<file path="config.mk">
export PLATFORM = sky130hd
export DESIGN_NAME = ddr4_mc_act_faw_flat
export DESIGN_NICKNAME = d
export VERILOG_FILES = /design/src/rtl/ddr4_mc_act_faw_if.sv /design/src/rtl/ddr4_mc_act_faw.sv /design/src/flat_wrapper.sv
export SDC_FILE = /design/constraint.sdc
export NUM_CORES = 1
export LEC_CHECK = 0
export ABC_AREA = 1
export BUFFER_PORTS_ARGS = -buffer_cell sky130_fd_sc_hd__clkbuf_2
export CELL_PAD_IN_SITES_DETAIL_PLACEMENT = 0
export CELL_PAD_IN_SITES_GLOBAL_PLACEMENT = 2
export CORE_MARGIN = 2
export CORE_UTILIZATION = 34
export CTS_CLUSTER_SIZE = 12
export DETAILED_ROUTE_END_ITERATION = 12
export PLACE_DENSITY_LB_ADDON = 0.12
export SLEW_MARGIN = 10
export SYNTH_ARGS = -nofsm -noshare
export SYNTH_HDL_FRONTEND = slang
export SYNTH_SLANG_ARGS = --single-unit
export TNS_END_PERCENT = 50
</file>
<file path="constraint.sdc">
create_clock -name clk -period 1.4 [get_ports clk]
set_input_delay 0.28 -clock clk [delete_from_list [all_inputs] [get_ports clk]]
set_output_delay 0.28 -clock clk [all_outputs]
set_load 0.005 [all_outputs]
</file>
<file path="src/rtl/ddr4_mc_act_faw_if.sv">
// Activate strobe in and activate qualifiers out for ddr4_mc_act_faw.
// master = arbiter/group FSM side, slave = the tracker.
interface ddr4_mc_act_faw_if #(
    parameter int RANK_SLAB = 4
);
    logic [RANK_SLAB-1:0] act_rank_update;
    logic [RANK_SLAB-1:0] faw_ok;
    logic                 rrd_ok;
    logic                 act_viol;
    logic [15:0]          faw_stall_cnt;

    modport master (
        output act_rank_update,
        input  faw_ok,
        input  rrd_ok,
        input  act_viol,
        input  faw_stall_cnt
    );

    modport slave (
        input  act_rank_update,
        output faw_ok,
        output rrd_ok,
        output act_viol,
        output faw_stall_cnt
    );
endinterface

</file>
<file path="src/rtl/ddr4_mc_act_faw.sv">
// Activate-window tracker. It enforces two limits:
//   - per-rank tFAW, using four down-counting window slots per rank;
//   - global tRRD, using one spacing down-counter.
// Optional stall statistics are enabled by defining DDR4_MC_ACT_FAW_STATS_EN.
// Without that macro, faw_stall_cnt is tied to zero.
module ddr4_mc_act_faw #(
    parameter int RANK_SLAB = 4,
    parameter int TFAW      = 16,
    parameter int TRRD      = 4,
    parameter int CNTW      = 8
) (
    input  logic                   clk,
    input  logic                   rst_n,
    ddr4_mc_act_faw_if.slave       bus
);
    localparam logic [CNTW-1:0] FAW_LD = CNTW'(TFAW - 1);
    localparam logic [CNTW-1:0] RRD_LD = CNTW'(TRRD - 1);

    logic [CNTW-1:0]      slot_q   [RANK_SLAB][4];
    logic [3:0]           busy     [RANK_SLAB];
    logic [3:0]           load_sel [RANK_SLAB];
    logic [RANK_SLAB-1:0] faw_ok_c;
    logic [RANK_SLAB-1:0] act;
    logic [CNTW-1:0]      rrd_q;
    logic                 rrd_ok_c;
    logic                 multi_hot;
    logic                 viol_now;
    logic                 viol_q;

    assign act = bus.act_rank_update;

    // Slot occupancy and lowest-idle-slot selection.
    // A slot at 1 is still busy, so an expiring slot is never reused in the same cycle.
    always_comb begin
        for (int r = 0; r < RANK_SLAB; r++) begin
            busy[r]     = 4'd0;
            load_sel[r] = 4'd0;
            for (int s = 0; s < 4; s++) begin
                busy[r][s] = |slot_q[r][s];
            end
            faw_ok_c[r] = ~&busy[r];
            if (act[r] && faw_ok_c[r]) begin
                // busy + 1 turns the lowest zero bit into the only new one.
                load_sel[r] = ~busy[r] & (busy[r] + 4'd1);
            end
        end
    end

    // Violation detect: multi-hot strobe, strobe during tRRD, or strobe on a full rank.
    always_comb begin
        rrd_ok_c  = (rrd_q == '0);
        multi_hot = |(act & (act - RANK_SLAB'(1)));
        viol_now  = multi_hot | ((|act) & ~rrd_ok_c) | (|(act & ~faw_ok_c));
    end

    // Window slots: a load wins over a decrement; an idle slot holds at zero.
    always_ff @(posedge clk or negedge rst_n) begin
        if (!rst_n) begin
            for (int r = 0; r < RANK_SLAB; r++) begin
                for (int s = 0; s < 4; s++) begin
                    slot_q[r][s] <= '0;
                end
            end
        end else begin
            for (int r = 0; r < RANK_SLAB; r++) begin
                for (int s = 0; s < 4; s++) begin
                    if (load_sel[r][s]) begin
                        slot_q[r][s] <= FAW_LD;
                    end else if (busy[r][s]) begin
                        slot_q[r][s] <= slot_q[r][s] - 1'b1;
                    end
                end
            end
        end
    end

    // Global spacing counter. It reloads on any strobe, including a dropped one.
    always_ff @(posedge clk or negedge rst_n) begin
        if (!rst_n) begin
            rrd_q <= '0;
        end else if (|act) begin
            rrd_q <= RRD_LD;
        end else if (rrd_q != '0) begin
            rrd_q <= rrd_q - 1'b1;
        end
    end

    // Sticky violation flag; only reset clears it.
    always_ff @(posedge clk or negedge rst_n) begin
        if (!rst_n) begin
            viol_q <= 1'b0;
        end else if (viol_now) begin
            viol_q <= 1'b1;
        end
    end

    assign bus.faw_ok   = faw_ok_c;
    assign bus.rrd_ok   = rrd_ok_c;
    assign bus.act_viol = viol_q;

`ifdef DDR4_MC_ACT_FAW_STATS_EN
    logic [15:0] stall_q;

    // Count cycles with any rank blocked by tFAW; saturate at all ones.
    always_ff @(posedge clk or negedge rst_n) begin
        if (!rst_n) begin
            stall_q <= 16'd0;
        end else if (!(&faw_ok_c) && (stall_q != 16'hFFFF)) begin
            stall_q <= stall_q + 16'd1;
        end
    end

    assign bus.faw_stall_cnt = stall_q;
`else
    assign bus.faw_stall_cnt = 16'd0;
`endif

endmodule

</file>
<file path="src/flat_wrapper.sv">
// flat-port wrapper written by rule: the top's interface ports become plain ports
module ddr4_mc_act_faw_flat 
#(
    parameter int RANK_SLAB = 4,
    parameter int TFAW      = 16,
    parameter int TRRD      = 4,
    parameter int CNTW      = 8
)
  (clk, rst_n, bus_act_rank_update, bus_faw_ok, bus_rrd_ok, bus_act_viol, bus_faw_stall_cnt);
  ddr4_mc_act_faw_if #(.RANK_SLAB(RANK_SLAB)) bus_i ();
  input  logic clk;
  input  logic rst_n;
  input wire logic [$bits(bus_i.act_rank_update)-1:0] bus_act_rank_update;
  output wire logic [$bits(bus_i.faw_ok)-1:0] bus_faw_ok;
  output wire logic [$bits(bus_i.rrd_ok)-1:0] bus_rrd_ok;
  output wire logic [$bits(bus_i.act_viol)-1:0] bus_act_viol;
  output wire logic [$bits(bus_i.faw_stall_cnt)-1:0] bus_faw_stall_cnt;
  assign bus_i.act_rank_update = bus_act_rank_update;
  assign bus_faw_ok = bus_i.faw_ok;
  assign bus_rrd_ok = bus_i.rrd_ok;
  assign bus_act_viol = bus_i.act_viol;
  assign bus_faw_stall_cnt = bus_i.faw_stall_cnt;
  ddr4_mc_act_faw #(.RANK_SLAB(RANK_SLAB), .TFAW(TFAW), .TRRD(TRRD), .CNTW(CNTW)) u_core (.clk(clk), .rst_n(rst_n), .bus(bus_i));
endmodule
</file>
==> results of run 1 <==
area by class of cell:
cell class / count / area, sq um
clock buffers: 20 / 467
clock inverters: 12 / 171
fillers: 2058 / 10400
inverters: 166 / 649
multi-input cells: 616 / 4410
flip-flops and latches: 137 / 3430
well taps: 280 / 350
repair buffers: 232 / 1910
worst paths after layout:
path | startpoint | end | slack (ns) | depth (start not counted)
min in group asynchronous | rst_n | u_core.slot_q[110] | 0.30 | 2
max | u_core.slot_q[6] | bus_faw_ok[3] | -0.35 | 6
min | bus_act_rank_update[0] | u_core.slot_q[121] | 0.27 | 4
min reg2reg | u_core.slot_q[111] | u_core.slot_q[111] | 0.47 | 1
max reg2reg | u_core.slot_q[73] | u_core.slot_q[66] | -0.10 | 9
max in group asynchronous | rst_n | u_core.slot_q[73] | 0.62 | 3
cells in the final DEF, fill, tap and decap left out, types with 3 or more instances in the layout:
cell type / Yosys / layout
a21oi_1: 14 / 11
a21oi_2: 0 / 3
buf_12: 0 / 4
buf_4: 16 / 184
buf_6: 1 / 35
bufinv_16: 0 / 4
clkbuf_16: 0 / 17
clkbuf_2: 0 / 7
clkbuf_8: 0 / 3
clkinv_2: 0 / 4
clkinvlp_4: 0 / 6
conb_1: 1 / 16
dfrtp_1: 137 / 137
ha_1: 27 / 8
ha_4: 0 / 18
inv_1: 157 / 115
inv_2: 9 / 43
inv_4: 0 / 4
nand2_1: 175 / 134
nand2_2: 6 / 36
nand2_4: 0 / 11
nand3_1: 78 / 51
nand3_2: 3 / 20
nand3_4: 0 / 10
nand3b_1: 4 / 4
nand4_1: 15 / 15
nor2_1: 123 / 62
nor2_2: 13 / 46
nor2_4: 14 / 42
nor3_1: 14 / 4
nor3_2: 0 / 6
nor3_4: 1 / 5
o211a_1: 3 / 3
o211ai_1: 12 / 12
o21ai_0: 27 / 18
o21ai_1: 2 / 7
o21ai_2: 0 / 4
xnor2_1: 11 / 11
xor2_1: 39 / 39
routing by layer:
layer	vias up	GRT usage, %	part of all wire [%]
li1	3355	-	-
met3	11	3.01	1.9
met2	38	25.3	49
met5	-	0	0
met4	0	4.63	1.2
met1	2961	19.7	48
through the flow:
stage | setup TNS [ns] | util, % | hold slack [ns]
CTS | -2.87 | 48.4 | 0.264
global placement | -1.35 | 41.6 | 0.179
finish | -3.53 | 52.3 | 0.272
floorplan | 0 | - | -0.0156
global route | -11.17 | 52.3 | 0.293
detailed placement | -1.68 | 41.6 | 0.176
kinds of logic (layout without fill, tap and decap cells):
family                     after synthesis  in the layout  synth area share [%]
AOI/OAI and AO/OA                       66             66                  5.31
xor gates and xnor gates                50             50                  5.84
adders and majority gates               27             27                  4.51
buffers and inverters                  183            430                  10.1
DFF                                    137            137                  45.7
muxes                                    2              2                 0.284
other                                    1             16                0.0500
and+or+nand+nor                        455            455                  28.2
where the power goes:
group	internal, uW	switching, uW
Sequential	5900	1240
Combinational	6130	6130
Clock	3120	1800
Total	15100	9170
flip-flops by register name, summed over array words and instances, names as in the netlist:
register and cells:
u_core.bus.act_viol 1, u_core.rrd_q 8, u_core.slot_q 128
repair_timing:
action                     4_1_cts  5_1_grt
hold endpoints to repair        17        0
setup endpoints to repair       55      116
hold buffers                     1        0
gates cloned                     0        0
setup buffers                   43       32
gates resized for setup        150      191
pin swaps                       55       62
critical path: stages, from the launching register on:
cell and delay (ns):
dfrtp_1 0.41, nor2_1 0.20, nand2_4 0.08, nor2_4 0.11, nor2_2 0.06, nand2_2 0.08
clkbuf_2 0.11
==> results.cfg, run 1 <==
[run_status]
run_status = finished, violations left
violations = setup timing

[worst_setup_path]
path_class = register to output pin
cp_max_fo = 3
worstPathRequired_ns = 1.12
worstPathArrival_ns = 1.47
startpoint_type = register
crit_path_end_kind = output pin

[placement]
dp_hpwl_um = 11300
place_area_sq_um = 9060
post-place-ws_ns = -0.120
dp.cells = 1367
gp_congestion = 0.725
port_buffers = 11

[detailed_routing]
vias = 6365
drtPass1Iterations = 4
antenna_left = 0
viasPerCell = 4.35
route.detailed.drc = 0
totalWireLength_um = 16700
first_iter_violations = 185
wl_per_cell_um = 11.4

[yosys]
syn_area_sq_um = 7500
yosys_warnings = 0
synth_edf_count = 0
synth_area_leaders = dfrtp_1 (46%), nand2_1 (8.8%), inv_1 (7.9%)
synth_top_area_cell = dfrtp_1
yosysTopAreaCellShare_pct = 45.7
synthArstFlopShare_pct = 100
ys_ff_latch = 137
syn-instance-count = 921
netlist_top_cells_count = nand2_1 (175), inv_1 (157), dfrtp_1 (137)
syn_avg_cell_area_sq_um = 8.14
yosysSeqAreaShare_pct = 45.7
synth.most_common_cell = nand2_1
yosysUniqueCellTypes = 40
ys.flop_type = dfrtp_1

[final_layout]
instances_no_fill = 1463
diodes = 0
final_area_sq_um = 11400
drive_gt1_share_pct = 44.5
final_nets = 1203
area_delta_synth_final_pct = 51.8

[clock_network]
htree_levels = 4
numCtsBuffers = 17
ctsLongestPathBuffers = 2
clk_latency_ns = 0.42
cts.sinks = 137
root_buffer = clkbuf_16
clk_pin_slew_ns = 0.06
cts_tree = yes

[run]
drv_cap = 0

[timing]
finalMaxSlewViolations = 0
finClkSkew_ns = 0.0106
fin_crit_sh_pct = 125
grt_setup_unrepaired = yes
finalHoldViolCount = 0
timing.fmax_ghz = 0.570
finalSetupViolations = 51
fin_crit_ns = 1.75
setup_slack_ns = -0.354

[power]
worst_ir_drop_vdd_uv = 856
total_power_uw = 24300
powerDensity_nw_per_um2 = 2140
p_leak_uw = 0.00549

[global_routing]
grt_antenna_before_repair = 0
grt_pass1_wl_um = 29000
overflow = 0
grt.total_usage_pct = 15.1
grt_pass1_vias = 6387
grt_max_degree = 29

[die]
die_area_sq_um = 23300
initial_utilization_pct = 34.5
core_area_sq_um = 21800
die_w_um = 152
dieHeight_um = 152
ios = 28
row_count = 54

[hold_path]
hold_class = input port to register
Note: power is estimated with default switching activity, not from simulation.
==> run 2: changes to the inputs <==
--- a/config.mk
+++ b/config.mk
@@ -5,12 +5,11 @@
 export SDC_FILE = /design/constraint.sdc
 export NUM_CORES = 1
 export LEC_CHECK = 0
-export ABC_AREA = 1
 export BUFFER_PORTS_ARGS = -buffer_cell sky130_fd_sc_hd__clkbuf_2
 export CELL_PAD_IN_SITES_DETAIL_PLACEMENT = 0
 export CELL_PAD_IN_SITES_GLOBAL_PLACEMENT = 2
 export CORE_MARGIN = 2
-export CORE_UTILIZATION = 34
+export CORE_UTILIZATION = 37
 export CTS_CLUSTER_SIZE = 12
 export DETAILED_ROUTE_END_ITERATION = 12
 export PLACE_DENSITY_LB_ADDON = 0.12
==> run 2 against run 1 <==
The flow still finishes with violations (setup timing). Count of clock-buffer cells in the layout increased by 6. Clock skew decreased by 0.0033 ns. Power decreased by 2.8%. Cell count decreased by 15%. Largest cell class unchanged.
==> results.cfg, run 2 <==
[yosys]
yosysTopAreaCellShare_pct = 49.1
syn_avg_cell_area_sq_um = 9.99
yosys_warnings = 0
netlist_top_cells_count = dfrtp_1 (137), nor3_1 (60), nor2_1 (52)
ys_ff_latch = 137
ys.flop_type = dfrtp_1
yosysSeqAreaShare_pct = 49.1
syn_area_sq_um = 6980
synth_top_area_cell = dfrtp_1
yosysUniqueCellTypes = 59
syn-instance-count = 699
synth_edf_count = 0
synthArstFlopShare_pct = 100
synth_area_leaders = dfrtp_1 (49%), ha_1 (4.8%), nor3_1 (4.3%)
synth.most_common_cell = dfrtp_1

[final_layout]
regMostFlops = u_core.slot_q
diodes = 0
fillers = 1514
largest_reg_flops = 128
drive_gt1_share_pct = 50.3
area_delta_synth_final_pct = 60.1
instances_no_fill = 1243
final_nets = 1032
final_cell_mix = buf_4 (235), dfrtp_1 (137), inv_1 (42), buf_6 (42), nor2_1 (41)
final_common_cell = buf_4

[power]
p_leak_uw = 0.00518
worst_ir_drop_vdd_uv = 1070
powerDensity_nw_per_um2 = 2110

[placement]
port_buffers = 11
gp_congestion = 0.806
dp.cells = 1168
dp_hpwl_um = 11600
post-place-ws_ns = -0.695

[timing]
finalSetupViolations = 118
max_slew_margin_pct = 64.1
grt_setup_unrepaired = yes
fin_crit_sh_pct = 170
fin_crit_ns = 2.37
finClkSkew_ns = 0.00731
finalHoldViolCount = 0
timing.fmax_ghz = 0.421
setup-tns-final_ns = -50.53
worstMarginPinSlew_ns = 0.534
setup_slack_ns = -0.973
finalMaxSlewViolations = 0

[clock_network]
clk_latency_ns = 0.41
clk_pin_slew_ns = 0.05
cts.sinks = 137
root_buffer = clkbuf_16
ctsLongestPathBuffers = 2
numCtsBuffers = 17
cts_tree = yes
htree_levels = 4

[hold_path]
hold_end = u_core.rrd_q[0]
hold_start = bus_act_rank_update[3]
hold_class = input port to register
holdPathStages = 4

[detailed_routing]
first_iter_violations = 248
antenna_left = 0
route.detailed.drc = 0
wl_per_cell_um = 13.8
vias = 6117
drtPass1Iterations = 6
totalWireLength_um = 17100
viasPerCell = 4.92

[global_routing]
grt_pass1_wl_um = 29600
grt_antenna_before_repair = 0
grt.total_usage_pct = 18.1
grt_pass1_vias = 6493
grt_max_degree = 43
overflow = 0

[worst_setup_path]
worstPathArrival_ns = 2.09
r2r_start = u_core.slot_q[66]
reg2reg_slack_ns = -0.75
startpoint_type = register
worstPathRequired_ns = 1.12
reg2reg_to = u_core.bus.act_viol
worst-r2r-cell-count = 6
path_class = register to output pin
cp_max_fo = 2
crit_path_end_kind = output pin

[run_status]
violations = setup timing
run_status = finished, violations left

[die]
die_w_um = 141
die_area_sq_um = 20000
initial_utilization_pct = 37.6
ios = 28
core_area_sq_um = 18600
row_count = 50
dieHeight_um = 141

[run]
drv_cap = 0
## run 2: critical path, cell delays in order (launching register included)
cell and delay [ns]:
dfrtp_1 0.39, inv_2 0.08, ha_4 0.13, or3b_4 0.37, or4_4 0.44, nand4_1 0.13, buf_2 0.14
## run 2: cell type report
class | instances | area (sq um) | area share, %
Clock buffer | 26 | 499 | 4.47
Clock inverter | 3 | 40.0 | 0.358
Inverter | 52 | 200 | 1.79
Multi-Input combinational cell | 500 | 4350 | 38.9
Sequential cell | 137 | 3430 | 30.7
Tap cell | 234 | 293 | 2.62
Timing Repair Buffer | 291 | 2370 | 21.2
## run 2: power breakdown
group	leakage [uW]	total, uW	internal (uW)	switching (uW)
Sequential	0.00165	7120	5870	1250
Combinational	0.00326	12300	6820	5520
Clock	0.000266	4180	2600	1580
## run 2: worst max path at each step
stage,start,to,slack (ns),depth (start not counted)
after CTS,u_core.slot_q[68],bus_faw_ok[1],-1.04,5
after global routing,u_core.slot_q[97],bus_faw_ok[0],-1.05,6
after global placement,u_core.slot_q[68],bus_faw_ok[1],-0.65,5
after floorplan,u_core.slot_q[59],u_core.slot_q[59],-0.59,5
final,u_core.slot_q[97],bus_faw_ok[0],-0.97,6
after detailed placement,u_core.slot_q[68],bus_faw_ok[1],-0.69,5
## run 2: logic make-up after synthesis
logic type	share of synthesized area (%)
AOI/OAI and AO/OA	10.0
xor gates and xnor gates	5.14
adders and majority gates	4.98
buffers and inverters	5.23
DFF	49.1
muxes	3.73
other	0.0537
and+or+nand+nor	21.8
## run 2: metal layers
| metal | wire length, um | share of wire, % | global-route usage (%) | vias to the layer above |
|---|---|---|---|---|
| li1 | - | - | - | 3057 |
| met4 | 160 | 0.93 | 5.21 | 0 |
| met1 | 7560 | 44 | 22.0 | 2985 |
| met3 | 362 | 2.1 | 3.17 | 15 |
| met5 | 0 | 0 | 0 | - |
| met2 | 9050 | 53 | 32.7 | 60 |
## run 2: timing repair
item	in CTS	in global routing
hold endpoints to repair	26	0
hold buffers	1	0
setup buffers	29	22
endpoints found under the setup margin	134	138
pin swaps	48	37
resized for setup	139	92
## run 2: per-stage QoR
stage | cell area (sq um) | hold WS, ns | power [uW] | utilization [%]
after floorplan | 7310 | -0.0156 | 12000 | -
after global placement | 9260 | 0.198 | 16700 | 49.9
after detailed placement | 9260 | 0.201 | 17100 | 49.9
after CTS | 10600 | 0.228 | 22600 | 57.3
after global routing | 11200 | 0.256 | 25400 | 60.2
final | 11200 | 0.251 | 23600 | 60.2
